### config.mk
export PLATFORM = sky130hd
export DESIGN_NAME = fetch_stage_flat
export DESIGN_NICKNAME = d
export VERILOG_FILES = /design/src/rtl/fetch_stage_if.sv /design/src/rtl/fetch_stage.sv /design/src/flat_wrapper.sv
export SDC_FILE = /design/constraint.sdc
export NUM_CORES = 1
export LEC_CHECK = 0
export ABC_AREA = 0
export CAP_MARGIN = 10
export CORE_ASPECT_RATIO = 0.8
export CORE_UTILIZATION = 35
export DETAILED_ROUTE_END_ITERATION = 10
export HOLD_SLACK_MARGIN = 0.08
export MAX_ROUTING_LAYER = met4
export PLACE_DENSITY = 0.64
export SLEW_MARGIN = 10
export SYNTH_ARGS = -nofsm -noshare
export SYNTH_HDL_FRONTEND = slang
export SYNTH_SLANG_ARGS = --single-unit
### constraint.sdc
create_clock -name clk -period 1.7 [get_ports clk]
set_input_delay 0.34 -clock clk [delete_from_list [all_inputs] [get_ports clk]]
set_output_delay 0.34 -clock clk [all_outputs]
set_load 0.005 [all_outputs]
### src/rtl/fetch_stage_if.sv
// Fetch stage bundle: imem req/gnt/rvalid bus, decode handshake, redirects.
// master = fetch side, slave = memory/decode/redirect side.
interface fetch_stage_if #(
  parameter int ADDR_SIZE  = 32,
  parameter int INSTR_SIZE = 32
);
  logic                  imem_req;
  logic [ADDR_SIZE-1:0]  imem_addr;
  logic                  imem_gnt;
  logic                  imem_rvalid;
  logic [INSTR_SIZE-1:0] imem_rdata;
  logic                  out_valid;
  logic [ADDR_SIZE-1:0]  out_pc;
  logic [INSTR_SIZE-1:0] out_instr;
  logic                  dec_ready;
  logic                  jump_valid;
  logic [ADDR_SIZE-1:0]  jump_addr;
  logic                  branch_valid;
  logic [ADDR_SIZE-1:0]  branch_addr;

  modport master (
    output imem_req, imem_addr,
    input  imem_gnt, imem_rvalid, imem_rdata,
    output out_valid, out_pc, out_instr,
    input  dec_ready,
    input  jump_valid, jump_addr,
    input  branch_valid, branch_addr
  );

  modport slave (
    input  imem_req, imem_addr,
    output imem_gnt, imem_rvalid, imem_rdata,
    input  out_valid, out_pc, out_instr,
    output dec_ready,
    output jump_valid, jump_addr,
    output branch_valid, branch_addr
  );
endinterface

### src/rtl/fetch_stage.sv
// Fetch stage: single-outstanding imem fetch, instruction FIFO, redirects.
// Optional FETCH_PERF_CNT_EN adds perf_fetched/perf_redirects counters.
module fetch_stage #(
  parameter int ADDR_SIZE   = 32,
  parameter int INSTR_SIZE  = 32,
  parameter int QUEUE_DEPTH = 2,
  parameter logic [ADDR_SIZE-1:0] RESET_PC = '0
) (
  input  logic clk,
  input  logic reset,
  fetch_stage_if.master bus
`ifdef FETCH_PERF_CNT_EN
  ,
  output logic [31:0] perf_fetched,
  output logic [31:0] perf_redirects
`endif
);
  localparam int PW = (QUEUE_DEPTH > 1) ? $clog2(QUEUE_DEPTH) : 1;
  localparam int CW = PW + 1;
  localparam logic [CW-1:0] DEPTH_C = CW'(QUEUE_DEPTH);

  typedef enum logic [1:0] {
    S_REQ,
    S_WAIT,
    S_DRAIN
  } state_t;

  typedef struct packed {
    logic [ADDR_SIZE-1:0]  pc;
    logic [INSTR_SIZE-1:0] instr;
  } entry_t;

  state_t               r_state;
  state_t               w_state_nxt;
  logic                 r_run;
  logic [ADDR_SIZE-1:0] r_pc;
  logic [ADDR_SIZE-1:0] w_pc_nxt;
  entry_t               r_q [QUEUE_DEPTH];
  logic [PW-1:0]        r_rd_ptr;
  logic [PW-1:0]        r_wr_ptr;
  logic [CW-1:0]        r_count;

  logic                 w_redirect;
  logic [ADDR_SIZE-1:0] w_raw_tgt;
  logic [ADDR_SIZE-1:0] w_target;
  logic                 w_empty;
  logic                 w_space;
  logic                 w_req;
  logic                 w_hs;
  logic                 w_push;
  logic                 w_pop;
  entry_t               w_head;

  assign w_redirect = bus.branch_valid | bus.jump_valid;
  assign w_raw_tgt  = bus.branch_valid ? bus.branch_addr
                                       : bus.jump_addr;
  assign w_target   = {w_raw_tgt[ADDR_SIZE-1:2], 2'b00};

  assign w_empty = (r_count == '0);
  assign w_space = (r_count < DEPTH_C);
  // r_run keeps imem_req low until the first edge after reset release
  assign w_req   = r_run && (r_state == S_REQ) && w_space;
  assign w_hs    = w_req && bus.imem_gnt;
  assign w_push  = (r_state == S_WAIT) && bus.imem_rvalid
                   && !w_redirect;
  assign w_pop   = !w_empty && bus.dec_ready && !w_redirect;
  assign w_head  = r_q[r_rd_ptr];

  assign bus.imem_req  = w_req;
  assign bus.imem_addr = w_req ? r_pc : '0;
  assign bus.out_valid = !w_empty;
  assign bus.out_pc    = w_empty ? '0 : w_head.pc;
  assign bus.out_instr = w_empty ? '0 : w_head.instr;

  always_comb begin
    w_state_nxt = r_state;
    w_pc_nxt    = r_pc;
    unique case (r_state)
      S_REQ: begin
        if (w_hs)
          w_state_nxt = w_redirect ? S_DRAIN : S_WAIT;
      end
      S_WAIT: begin
        if (bus.imem_rvalid) begin
          w_state_nxt = S_REQ;
          w_pc_nxt    = r_pc + ADDR_SIZE'(4);
        end else if (w_redirect) begin
          w_state_nxt = S_DRAIN;
        end
      end
      S_DRAIN: begin
        if (bus.imem_rvalid)
          w_state_nxt = S_REQ;
      end
      default: w_state_nxt = S_REQ;
    endcase
    if (w_redirect)
      w_pc_nxt = w_target;
  end

  always_ff @(posedge clk or negedge reset) begin
    if (!reset) begin
      r_state <= S_REQ;
      r_run   <= 1'b0;
      r_pc    <= {RESET_PC[ADDR_SIZE-1:2], 2'b00};
    end else begin
      r_state <= w_state_nxt;
      r_run   <= 1'b1;
      r_pc    <= w_pc_nxt;
    end
  end

  always_ff @(posedge clk or negedge reset) begin
    if (!reset) begin
      r_rd_ptr <= '0;
      r_wr_ptr <= '0;
      r_count  <= '0;
      for (int i = 0; i < QUEUE_DEPTH; i++)
        r_q[i] <= '0;
    end else if (w_redirect) begin
      r_rd_ptr <= '0;
      r_wr_ptr <= '0;
      r_count  <= '0;
    end else begin
      if (w_push) begin
        r_q[r_wr_ptr] <= '{pc: r_pc, instr: bus.imem_rdata};
        r_wr_ptr      <= r_wr_ptr + PW'(1);
      end
      if (w_pop)
        r_rd_ptr <= r_rd_ptr + PW'(1);
      unique case ({w_push, w_pop})
        2'b10:   r_count <= r_count + CW'(1);
        2'b01:   r_count <= r_count - CW'(1);
        default: r_count <= r_count;
      endcase
    end
  end

`ifdef FETCH_PERF_CNT_EN
  always_ff @(posedge clk or negedge reset) begin
    if (!reset) begin
      perf_fetched   <= '0;
      perf_redirects <= '0;
    end else begin
      if (w_push)
        perf_fetched <= perf_fetched + 32'd1;
      if (w_redirect)
        perf_redirects <= perf_redirects + 32'd1;
    end
  end
`endif

endmodule

### src/flat_wrapper.sv
// flat-port wrapper written by rule: the top's interface ports become plain ports
module fetch_stage_flat 
#(
  parameter int ADDR_SIZE   = 32,
  parameter int INSTR_SIZE  = 32,
  parameter int QUEUE_DEPTH = 2,
  parameter logic [ADDR_SIZE-1:0] RESET_PC = '0
)
  (clk, reset, bus_imem_req, bus_imem_addr, bus_imem_gnt, bus_imem_rvalid, bus_imem_rdata, bus_out_valid, bus_out_pc, bus_out_instr, bus_dec_ready, bus_jump_valid, bus_jump_addr, bus_branch_valid, bus_branch_addr);
  fetch_stage_if #(.ADDR_SIZE(ADDR_SIZE), .INSTR_SIZE(INSTR_SIZE)) bus_i ();
  input  logic clk;
  input  logic reset;
  output wire logic [$bits(bus_i.imem_req)-1:0] bus_imem_req;
  output wire logic [$bits(bus_i.imem_addr)-1:0] bus_imem_addr;
  input wire logic [$bits(bus_i.imem_gnt)-1:0] bus_imem_gnt;
  input wire logic [$bits(bus_i.imem_rvalid)-1:0] bus_imem_rvalid;
  input wire logic [$bits(bus_i.imem_rdata)-1:0] bus_imem_rdata;
  output wire logic [$bits(bus_i.out_valid)-1:0] bus_out_valid;
  output wire logic [$bits(bus_i.out_pc)-1:0] bus_out_pc;
  output wire logic [$bits(bus_i.out_instr)-1:0] bus_out_instr;
  input wire logic [$bits(bus_i.dec_ready)-1:0] bus_dec_ready;
  input wire logic [$bits(bus_i.jump_valid)-1:0] bus_jump_valid;
  input wire logic [$bits(bus_i.jump_addr)-1:0] bus_jump_addr;
  input wire logic [$bits(bus_i.branch_valid)-1:0] bus_branch_valid;
  input wire logic [$bits(bus_i.branch_addr)-1:0] bus_branch_addr;
  assign bus_imem_req = bus_i.imem_req;
  assign bus_imem_addr = bus_i.imem_addr;
  assign bus_i.imem_gnt = bus_imem_gnt;
  assign bus_i.imem_rvalid = bus_imem_rvalid;
  assign bus_i.imem_rdata = bus_imem_rdata;
  assign bus_out_valid = bus_i.out_valid;
  assign bus_out_pc = bus_i.out_pc;
  assign bus_out_instr = bus_i.out_instr;
  assign bus_i.dec_ready = bus_dec_ready;
  assign bus_i.jump_valid = bus_jump_valid;
  assign bus_i.jump_addr = bus_jump_addr;
  assign bus_i.branch_valid = bus_branch_valid;
  assign bus_i.branch_addr = bus_branch_addr;
  fetch_stage #(.ADDR_SIZE(ADDR_SIZE), .INSTR_SIZE(INSTR_SIZE), .QUEUE_DEPTH(QUEUE_DEPTH), .RESET_PC(RESET_PC)) u_core (.clk(clk), .reset(reset), .bus(bus_i));
endmodule
Word-level counts from Yosys, hierarchy flattened:

Cells that the tools add are included.

* $add $sub $neg: 5
* reduce and logical (&&, ||, !) cells: 20
* bitwise operators: 4
* multiply operators: 0
* muxes and demuxes: 25
* shift-type cells: 0
* order comparisons: 4
* div/mod/pow operators: 0
* equality and inequality tests: 7

Operators by type and width (count)
* $mux W64: 4
* $mux W32: 7
* $bwmux W128: 1
* $demux W64 S1: 1
* $add A32 B3 Y32 const B: 1
* $mux W2: 6
* $logic_and A1 B1 Y1: 8
* $reduce_bool A2 Y1: 4
* $pmux W2 S3: 1
* $eq A2 B1 Y1 const B: 2
* $eq A2 B2 Y1 const B: 2
* $ge A2 B2 Y1 const B: 2
* $logic_not A2 Y1: 2
* $mux W1: 4
* $not A1 Y2: 2
* $pmux W2 S2: 1
* $reduce_and A2 Y1: 2
* $ne A3 B2 Y1 const B: 1
* $reduce_and A3 Y1: 1
* $reduce_bool A3 Y1: 1
* $add A1 B1 Y1 const B: 2
* $add A2 B1 Y2 const B: 1
* $logic_not A1 Y1: 2
* $lt A2 B1 Y1 const B: 1
* other kinds (6): 6

* memories: 0
* RAM bits: 0
* input bits: 103
* bits in latches: 0
* register bits after elaboration: 167
* ROM bits: 0

Longest topological paths before layout:

Gate-level depths: netlist of the first run.

* depth in word-level cells: 7
* gate-level depth with buffers: 8

Worst setup path before layout of the first run:

Ideal clock, no wire load.

* kind: flip-flop to flip-flop
* start: register u_core.r_state[1]
* end: register u_core.r_q[66] in the netlist's numbering
* buffers on the path: 2
* arrival: 1.774 ns
* stages on the path, launching flop included: 7
* setup time: 0.125 ns
* period minus slack after synthesis: 1.899 ns
* path slack: -0.199 ns
* data required time: 1.575 ns
* cells stage by stage: dfrtp_1 > and3b_1 > clkbuf_1 > nand2_1 > nor2_1 > buf_4 > mux2_2

* cells in the longest elaborated chain, start to end: 4

Ends and longest elaborated chain
* from (decl): line fetch_stage.sv:33 `state_t r_state;`
* from (signal assigned): line fetch_stage.sv:107 `r_state <= w_state_nxt;`
* $eq A2 B1 Y1: line fetch_stage.sv:64 `assign w_push = (r_state == S_WAIT) && bus.imem_rvalid`
* $logic_and A1 B1 Y1: line fetch_stage.sv:64
* $logic_and A1 B1 Y1: line fetch_stage.sv:65 `&& !w_redirect;`
* $reduce_and A2 Y1 (no source line)
* to (signal, indexed assignment): line fetch_stage.sv:126 `r_q[r_wr_ptr] <= '{pc: r_pc, instr: bus.imem_rdata};`
* to (decl): line fetch_stage.sv:38 `entry_t r_q [QUEUE_DEPTH];`

No other way between the ends.
A chain may end at the register's enable or synchronous reset.

Final worst setup path of the first run:

* start: register u_core.r_count[1]
* end: output port bus_out_pc[30]

* cells in the longest elaborated chain, start to end: 2

Ends and longest elaborated chain
* from (decl): line fetch_stage.sv:41 `logic [CW-1:0] r_count;`
* from (signal assigned): line fetch_stage.sv:132 `2'b10: r_count <= r_count + CW'(1);`
* from (signal assigned): line fetch_stage.sv:133 `2'b01: r_count <= r_count - CW'(1);`
* from (signal assigned): line fetch_stage.sv:134 `default: r_count <= r_count;`
* $logic_not A2 Y1: line fetch_stage.sv:59 `assign w_empty = (r_count == '0);`
* $mux W32: line fetch_stage.sv:72 `assign bus.out_pc = w_empty ? '0 : w_head.pc;`
* to (decl): line flat_wrapper.sv:19 `output wire logic [$bits(bus_i.out_pc)-1:0] bus_out_pc;`

No other way between the ends.

==> impl_metrics.env, run 1 <==
export IMPL_outcome="finished, violations left"
export IMPL_violations="negative setup slack"
export IMPL_final_cell_mix="159 x dfrtp_1, 96 x clkdlybuf4s50_1, 73 x buf_4"
export IMPL_num_rows=49
export IMPL_layout_commonest_cell="dfrtp_1"
export IMPL_dp_hpwl_mm=15.9
export IMPL_synth_area_per_cell_um2=11.3
export IMPL_die_h_um=138
export IMPL_hold_viol=0
export IMPL_rr_worst_depth=13
export IMPL_io_buffers=192
export IMPL_grt_pass1_vias=6805
export IMPL_cts_tree="done"
export IMPL_clock_sinks=161
export IMPL_wire_per_inst_um=19.5
export IMPL_fmax_mhz=453
export IMPL_post_place_ws_ns=-0.594
export IMPL_viasPerCell=5.00
export IMPL_worst_path_max_fanout=8
export IMPL_seq_area_frac_synth_pct=49.6
export IMPL_antenna_found_initial=0
export IMPL_drtIter0Drc=452
export IMPL_end_kind="output pin"
export IMPL_ys_types=44
export IMPL_design_area_mm2=0.0136
export IMPL_fin_util_pct=60.1
export IMPL_synth_edf_count=0
export IMPL_yosysWarnings=0
export IMPL_io_pin_count=201
export IMPL_clkLatencyLatePin_ns=0.43
export IMPL_final_setup_viol_count=239
export IMPL_grt_max_degree=47
export IMPL_leakage_nw=6.23
export IMPL_yosys_register_bits=161
export IMPL_fin_setup_tns_ns=-64.96
export IMPL_drive_gt1_share_pct=49.1
export IMPL_worst_slack_ns=-0.510
export IMPL_die_x_um=172
export IMPL_clockBufferDepth=2
export IMPL_crit_path_cell_trace="buf_4 > buf_6 > nor2_4 > buf_12 > buf_12 > buf_12 > nor2_2 > buf_2"
export IMPL_grt_total_usage_pct=22.9
export IMPL_grt_pass1_wl_mm=39.7
export IMPL_cts_max_level=4
export IMPL_maxCapViolCount=0
export IMPL_synth_ff_type="dfrtp_1"
export IMPL_drv_slew=0
export IMPL_max_stage_delay_ns=0.40
export IMPL_power_density_mw_per_mm2=728
export IMPL_min_period_ns=2.21
export IMPL_synthArstFlopShare_pct=100
export IMPL_path_common_cell="buf_12"
export IMPL_crit_required_ns=1.36
export IMPL_rsz0062_at_grt="yes"
export IMPL_num_vias=6917
export IMPL_clk_pin_slew_worst_paths_ns=0.06
export IMPL_peakVddDrop_mv=0.481
export IMPL_layout_area_overhead_vs_synth_pct=67.3
export IMPL_start_util_pct=35.9
export IMPL_fp_dieArea_mm2=0.0238
export IMPL_fin_nets=1170
export IMPL_n_antenna_cell=0
export IMPL_slowest_stage="dfrtp_1"
export IMPL_antenna_left=0
export IMPL_overflow=0
export IMPL_drc_errors=0
export IMPL_wl_mm=27.0
export IMPL_placed_area_mm2=0.0110
export IMPL_syn_area_mm2=0.00812
export IMPL_cts_buffers=17
export IMPL_hold_depth=3
export IMPL_period_share_pct=130
export IMPL_skew_ns=0.00882
export IMPL_crit_arrival_ns=1.87
export IMPL_root_buffer="clkbuf_16"
export IMPL_critPathKind="register to output pin"
export IMPL_globalplace_congestion=0.831
export IMPL_core_area_mm2=0.0226
export IMPL_cp_start_kind="register"
export IMPL_syn_inst=720
export IMPL_dr_pass1_iters=5
export IMPL_holdCritPathClass="input pin to register"
[cells in the mapped netlist, types with 2 or more instances]
| master | count | area (um^2) |
|---|---|---|
| xnor2_1 | 16 | 140 |
| nor4b_1 | 2 | 17.5 |
| and4_1 | 3 | 26.3 |
| o22ai_1 | 6 | 37.5 |
| and3_1 | 2 | 12.5 |
| buf_2 | 7 | 35.0 |
| xor2_1 | 13 | 114 |
| buf_4 | 10 | 75.1 |
| mux2_2 | 124 | 1400 |
| a22oi_1 | 5 | 37.5 |
| nor4_2 | 3 | 37.5 |
| nor2b_1 | 16 | 100 |
| inv_1 | 5 | 18.8 |
| nand3_1 | 15 | 75.1 |
| clkbuf_1 | 32 | 120 |
| ha_1 | 2 | 25.0 |
| nand2b_1 | 2 | 12.5 |
| nand3b_1 | 2 | 15.0 |
| nor3_1 | 12 | 60.1 |
| and2_1 | 33 | 206 |
| a21oi_1 | 27 | 135 |
| buf_1 | 3 | 11.3 |
| nand2_1 | 27 | 101 |
| mux2i_1 | 65 | 651 |
| dfrtp_1 | 161 | 4030 |
| nor2_1 | 73 | 274 |
| conb_1 | 2 | 7.51 |
| nand4_1 | 10 | 62.6 |
| o21ai_0 | 14 | 70.1 |
| a211oi_1 | 14 | 105 |
[registers in the layout, indices dropped and copies added (netlist names)]
name             count
u_core.r_wr_ptr      1
u_core.r_pc         30
u_core.r_state       2
u_core.r_run         1
u_core.r_count       2
u_core.r_rd_ptr      1
u_core.r_q         124
[worst max-delay path, delay by kind of cell (launching register included)]
kind,cells,cell delay (ns)
buf+inv,6,0.82
flops,1,0.40
simple gates,2,0.22
[metal layers]
metal | vias up | global-route usage [%] | routed length (um)
met4 | 0 | 5.12 | 394
met1 | 3445 | 33.3 | 13100
met3 | 27 | 3.29 | 1340
met5 | - | - | 0
li1 | 3228 | - | -
met2 | 217 | 33.5 | 12200
[stage by stage]
stage	cells	total power [W]	hold slack (ns)
after floorplan	723	0.00491	0.0444
after global placement	1255	0.00571	0.255
after detailed placement	1255	0.00573	0.255
after CTS	1370	0.00982	0.235
after global routing	1383	0.0103	0.256
final	1383	0.00990	0.243
[repair_timing]
| action | CTS | global route |
|---|---|---|
| gates resized for setup | 572 | 119 |
| buffers inserted | 66 | 25 |
| gates cloned | 17 | 7 |
| setup endpoints to repair | 239 | 250 |
| hold buffers | 1 | 0 |
| pin swaps | 82 | 54 |
| endpoints found under the hold margin | 29 | 0 |
[final timing paths]
kind                                    from           endpoint  slack (ns)
min reg2reg                   u_core.r_q[62]     u_core.r_q[62]        0.49
min in group asynchronous              reset     u_core.r_q[54]        0.38
min                         bus_branch_valid    u_core.r_pc[30]        0.24
max reg2reg                u_core.r_count[1]  u_core.r_count[1]       -0.45
max in group asynchronous              reset    u_core.r_rd_ptr        0.74
max                        u_core.r_count[1]     bus_out_pc[30]       -0.51
[final cells by class]
| type | instances | area [um^2] |
|---|---|---|
| clock buffer | 22 | 464 |
| clock inverter | 9 | 109 |
| fill | 1796 | 9030 |
| inverter | 6 | 22.5 |
| multi-input combinational | 504 | 4580 |
| sequential | 161 | 4030 |
| tap | 306 | 383 |
| timing repair buffer | 375 | 4000 |
[logic make-up (layout without fill, tap and decap cells)]
kind of cell	Yosys count	in the layout	share of synthesized area, %
and+or+nand+nor	207	207	13.0
muxes	189	189	25.2
DFF	161	161	49.6
AOI/OAI and AO/OA	72	72	5.38
buffers and inverters	58	412	3.25
xor gates and xnor gates	29	29	3.13
adders and majority gates	2	2	0.308
other	2	5	0.0925
[report_power, final]
part | switching (W) | internal, W | leakage (nW)
combinational | 0.000746 | 0.00109 | 3.80
sequential | 0.000199 | 0.00409 | 2.15
clock | 0.00154 | 0.00223 | 0.280
total | 0.00249 | 0.00741 | 6.23
Note: power is estimated with default switching activity, not from simulation.
==> run 2: changes to the inputs <==
- HOLD_SLACK_MARGIN: 0.08 -> 0.02
- PLACE_DENSITY: 0.64 -> 0.62
- clock period: 1.7 -> 2.78 ns (I/O delays scaled with it)
==> run 2 against run 1 <==
Net effect:
- the flow now finishes without violations
- clock skew grew 0.0051 ns
- hold slack got worse by 0.13 ns
- worst setup slack better by 0.60 ns
- register-to-register slack better by 1.1 ns
- core utilization fell by 10 points
- sequential cell count did not move
- cell count decreased by 11%
- critical path depth fell by 4
- clock power is 32% lower
- first-iteration DRC count is 28% lower
- wire length is 18% lower
- count of clock-buffer cells in the layout fell by 4
- critical endpoint is now bus_imem_addr[7]
==> impl_metrics.env, run 2 (same netlist as run 1, synthesis figures left out) <==
export IMPL_outcome="complete, no violations"
export IMPL_layout_area_overhead_vs_synth_pct=39.4
export IMPL_pwr_share_comb_pct=12.6
export IMPL_overflow=0
export IMPL_cts_buffers=17
export IMPL_min_period_ns=2.69
export IMPL_design_area_mm2=0.0113
export IMPL_crit_path_cell_trace="nor4b_4 > buf_6 > and2_4 > clkdlybuf4s50_1"
export IMPL_fmax_mhz=372
export IMPL_rsz0062_at_grt="yes"
export IMPL_hold_viol=0
export IMPL_p_clk_share_pct=43.2
export IMPL_holdCritPathClass="input pin to async pin"
export IMPL_placed_area_mm2=0.0105
export IMPL_grt_max_degree=61
export IMPL_drv_slew=0
export IMPL_top_regs="u_core.r_q x124, u_core.r_pc x30"
export IMPL_dp_hpwl_mm=15.0
export IMPL_worst_path_max_fanout=14
export IMPL_cts_max_level=4
export IMPL_crit_family="buffers and inverters"
export IMPL_post_place_ws_ns=0.266
export IMPL_end_kind="output pin"
export IMPL_viasPerCell=4.95
export IMPL_crit_arrival_ns=2.14
export IMPL_clk_pin_slew_worst_paths_ns=0.06
export IMPL_nFillCells=2044
export IMPL_fin_nets=1021
export IMPL_grt_pass1_vias=6310
export IMPL_relSlewSlack_pct=57.9
export IMPL_max_stage_delay_ns=0.50
export IMPL_grt_pass1_wl_mm=35.2
export IMPL_n_antenna_cell=0
export IMPL_die_h_um=138
export IMPL_top_register="u_core.r_q"
export IMPL_drive_gt1_share_pct=22.2
export IMPL_pwr_share_seq_pct=44.2
export IMPL_hold_buffers=0
export IMPL_power_density_mw_per_mm2=529
export IMPL_core_area_mm2=0.0226
export IMPL_num_rows=49
export IMPL_final_setup_viol_count=0
export IMPL_largest_register_ffs=124
export IMPL_grt_total_usage_pct=19.8
export IMPL_maxCapViolCount=0
export IMPL_cp_start_kind="register"
export IMPL_clock_sinks=161
export IMPL_p_sw_w=0.00144
export IMPL_p_int_w=0.00454
export IMPL_multiInputGateArea_mm2=0.00389
export IMPL_slowest_stage="clkdlybuf4s50_1"
export IMPL_final_cell_mix="167 x clkdlybuf4s50_1, 158 x dfrtp_1, 124 x mux2_2"
export IMPL_root_buffer="clkbuf_16"
export IMPL_period_share_pct=96.8
export IMPL_critPathKind="register to output pin"
export IMPL_leakage_nw=5.00
export IMPL_clockBufferDepth=2
export IMPL_antenna_found_initial=0
export IMPL_drtIter0Drc=325
export IMPL_io_pin_count=201
export IMPL_die_x_um=172
export IMPL_fp_dieArea_mm2=0.0238
export IMPL_p_sw_share_pct=24.1
export IMPL_wl_mm=22.2
export IMPL_num_vias=6112
export IMPL_antenna_left=0
export IMPL_clkLatencyLatePin_ns=0.42
export IMPL_layout_commonest_cell="clkdlybuf4s50_1"
export IMPL_wire_per_inst_um=18.0
export IMPL_worst_pin_slew_ns=0.626
export IMPL_start_util_pct=35.9
export IMPL_globalplace_congestion=0.790
export IMPL_dr_pass1_iters=4
export IMPL_ff_latch_area_mm2=0.00404
export IMPL_worst_slack_ns=0.0888
export IMPL_cts_tree="done"
export IMPL_path_buf_inv=2
export IMPL_peakVddDrop_mv=0.383
export IMPL_io_buffers=192
export IMPL_skew_ns=0.0139
export IMPL_crit_required_ns=2.22
export IMPL_drc_errors=0
==> run 2: what timing repair did <==
item,in CTS,in global routing
endpoints found under the setup margin,27,23
gates cloned,1,1
gates resized for setup,6,27
pin swaps,1,1
setup buffers,3,3
hold endpoints to repair,0,0
==> run 2: metal layers <==
metal	vias up	track usage [%]	routed length (um)
li1	2919	-	-
met1	3030	28.2	10900
met2	153	29.4	9980
met3	10	3.75	1130
met4	0	4.05	159
met5	-	-	0
==> run 2: final cells by class <==
| cell class | instances | area share [%] |
|---|---|---|
| flip-flops and latches | 161 | 35.6 |
| multi-input cells | 504 | 34.4 |
| inverters | 6 | 0.199 |
| clock inverters | 13 | 1.85 |
| repair buffers | 226 | 20.8 |
| well taps | 306 | 3.38 |
| clock buffers | 18 | 3.79 |
==> run 2: power groups by stage <==
stage                     registers, W  clock network, W  logic [W]
after floorplan                0.00263                 0   0.000373
after global placement         0.00268                 0   0.000724
after detailed placement       0.00269                 0   0.000730
after CTS                      0.00264           0.00264   0.000754
after global routing           0.00267           0.00274   0.000834
final                          0.00264           0.00258   0.000756
==> run 2: per-stage QoR <==
step | hold slack, ns | util (%) | TNS (ns) | cells | power, W
6_report | 0.115 | 50.0 | 0 | 1234 | 0.00598
5_1_grt | 0.141 | 50.0 | -0.0164 | 1234 | 0.00624
4_1_cts | 0.132 | 49.5 | 0 | 1230 | 0.00603
3_5_place_dp | 0.478 | 46.5 | 0 | 1195 | 0.00342
3_3_place_gp | 0.467 | 46.5 | 0 | 1195 | 0.00340
2_1_floorplan | 0.260 | - | 0 | 723 | 0.00300
==> run 2: worst register-to-register path, cell delays in order, from the launching register on <==
cell,delay [ns]
dfrtp_1,0.46
nor2_4,0.14
buf_4,0.36
inv_1,0.12
nand2_1,0.16
nor2_1,0.06
ha_1,0.31
or3_1,0.35
a21oi_1,0.15
==> run 2: worst paths after layout <==
check | slack, ns | endpoint | start | depth (start not counted)
max | 0.09 | bus_imem_addr[7] | u_core.r_state[1] | 4
min | 0.11 | u_core.r_q[117] | reset | 1
max reg2reg | 0.61 | u_core.r_count[1] | u_core.r_count[1] | 8
min reg2reg | 0.49 | u_core.r_q[52] | u_core.r_q[52] | 2
max in group asynchronous | 1.92 | u_core.r_q[68] | reset | 2
min in group clk | 0.47 | u_core.r_pc[30] | bus_branch_valid | 3
==> run 3: changes to the inputs <==
- REMOVE_ABC_BUFFERS: default -> 1
- clock period: 2.78 -> 3.5 ns (I/O delays scaled with it)
==> run 3 against run 2 <==
Net effect:
- critical endpoint is now bus_imem_addr[15]
- hold slack improved by 0.14 ns
- first-iteration DRC count fell by 24%
- cell count fell by 1.5%
- non-clock buffer count shrank 17
- sequential cell count unchanged
- core utilization is 1.5 points lower
- register-to-register slack better by 0.72 ns
- worst setup slack better by 0.43 ns
- clock power fell by 31%
- largest cell class unchanged
==> impl_metrics.env, run 3 (same netlist as run 1, synthesis figures left out) <==
export IMPL_outcome="complete, no violations"
export IMPL_relSlewSlack_pct=48.9
export IMPL_placed_area_mm2=0.0104
export IMPL_final_setup_viol_count=0
export IMPL_io_pin_count=201
export IMPL_viasPerCell=4.93
export IMPL_top_regs="u_core.r_q x124, u_core.r_pc x30"
export IMPL_die_h_um=138
export IMPL_antenna_found_initial=0
export IMPL_post_cts_resized=0
export IMPL_overflow=0
export IMPL_slowest_stage="clkdlybuf4s50_1"
export IMPL_crit_arrival_ns=2.28
export IMPL_dp_hpwl_mm=14.5
export IMPL_fin_nets=1004
export IMPL_hold_buffers=0
export IMPL_globalplace_congestion=0.777
export IMPL_holdCritPathClass="input pin to async pin"
export IMPL_grt_max_degree=59
export IMPL_worst_slack_ns=0.521
export IMPL_path_buf_inv=2
export IMPL_fmax_mhz=336
export IMPL_drv_slew=0
export IMPL_io_buffers=192
export IMPL_power_density_mw_per_mm2=405
export IMPL_num_rows=49
export IMPL_hold_viol=0
export IMPL_crit_family="buffers and inverters"
export IMPL_wire_per_inst_um=17.5
export IMPL_period_share_pct=85.1
export IMPL_ff_latch_area_mm2=0.00403
export IMPL_drive_gt1_share_pct=20.1
export IMPL_grt_total_usage_pct=19.3
export IMPL_largest_register_ffs=124
export IMPL_dr_pass1_iters=4
export IMPL_drc_errors=0
export IMPL_die_x_um=172
export IMPL_design_area_mm2=0.0110
export IMPL_clockBufferDepth=2
export IMPL_worst_pin_slew_ns=0.761
export IMPL_crit_required_ns=2.80
export IMPL_n_antenna_cell=0
export IMPL_critPathKind="register to output pin"
export IMPL_nFillCells=2083
export IMPL_cp_startpoint="u_core.r_count[1]"
export IMPL_clk_pin_slew_worst_paths_ns=0.06
export IMPL_core_area_mm2=0.0226
export IMPL_worst_path_max_fanout=20
export IMPL_antenna_left=0
export IMPL_drtIter0Drc=247
export IMPL_post_place_ws_ns=0.688
export IMPL_fp_dieArea_mm2=0.0238
export IMPL_rsz0062_at_grt="no"
export IMPL_crit_path_cell_trace="nor4b_2 > buf_4 > and2_1 > clkdlybuf4s50_1"
export IMPL_ff2ff_setup_slack_ns=1.33
export IMPL_clkLatencyLatePin_ns=0.42
export IMPL_fin_setup_tns_ns=0
export IMPL_grt_pass1_wl_mm=34.3
export IMPL_maxCapViolCount=0
export IMPL_start_util_pct=35.9
export IMPL_num_vias=5996
export IMPL_wl_mm=21.2
export IMPL_end_kind="output pin"
export IMPL_grt_pass1_vias=6199
export IMPL_final_cell_mix="190 x clkdlybuf4s50_1, 160 x dfrtp_1, 124 x mux2_2"
export IMPL_multiInputGateArea_mm2=0.00388
export IMPL_layout_commonest_cell="clkdlybuf4s50_1"
export IMPL_post_cts_buffers=0
export IMPL_root_buffer="clkbuf_16"
export IMPL_cts_tree="done"
export IMPL_cp_start_kind="register"
export IMPL_cts_buffers=17
export IMPL_r2r_start="u_core.r_count[1]"
export IMPL_layout_area_overhead_vs_synth_pct=35.1
export IMPL_top_register="u_core.r_q"
export IMPL_min_period_ns=2.98
export IMPL_max_stage_delay_ns=0.55
export IMPL_skew_ns=0.00649
export IMPL_cts_max_level=4
export IMPL_clock_sinks=161
export IMPL_peakVddDrop_mv=0.207
export IMPL_leakage_nw=4.50
==> run 3: layer usage <==
| layer | track usage (%) | vias up | part of all wire [%] |
|---|---|---|---|
| li1 | - | 2870 | - |
| met1 | 27.2 | 2955 | 50 |
| met2 | 28.5 | 155 | 44 |
| met3 | 3.92 | 16 | 5.3 |
| met4 | 4.47 | 0 | 0.89 |
| met5 | - | - | 0 |
==> run 3: path summary, 6_finish.rpt <==
| check | to | depth (start not counted) |
|---|---|---|
| max in group asynchronous | u_core.r_q[101] | 2 |
| min | u_core.r_q[93] | 1 |
| min in group clk | u_core.r_q[52] | 2 |
| max reg2reg | u_core.r_count[1] | 8 |
| min reg2reg | u_core.r_q[52] | 2 |
| max | bus_imem_addr[15] | 4 |
==> run 3: final cells by class <==
type / count / share of cell area [%]
clock buffer: 18 / 3.91
clock inverter: 11 / 1.08
inverter: 6 / 0.205
multi-input combinational: 504 / 35.4
sequential: 161 / 36.7
tap: 306 / 3.49
timing repair buffer: 209 / 19.2
==> run 3: worst reg2reg max path: cells and delay by family (launching register included) <==
kind	cells	cell delay (ns)
simple gates	4	0.68
flops	1	0.45
fa+ha+maj	1	0.31
compound gates	1	0.14
buf+inv	2	0.52
==> run 3: per-stage QoR <==
| step | cells | total power (W) | utilization [%] | hold slack, ns |
|---|---|---|---|---|
| 2_1_floorplan | 671 | 0.00236 | - | 0.404 |
| 3_3_place_gp | 1186 | 0.00270 | 46.1 | 0.469 |
| 3_5_place_dp | 1186 | 0.00271 | 46.1 | 0.475 |
| 4_1_cts | 1215 | 0.00450 | 48.5 | 0.267 |
| 5_1_grt | 1215 | 0.00466 | 48.5 | 0.288 |
| 6_report | 1215 | 0.00444 | 48.5 | 0.259 |
==> run 3: where the power goes <==
group	leakage [nW]	total [W]	switching (W)	internal, W
registers	2.15	0.00210	0.000113	0.00199
logic	2.08	0.000569	0.000238	0.000331
clock network	0.271	0.00177	0.000737	0.00103
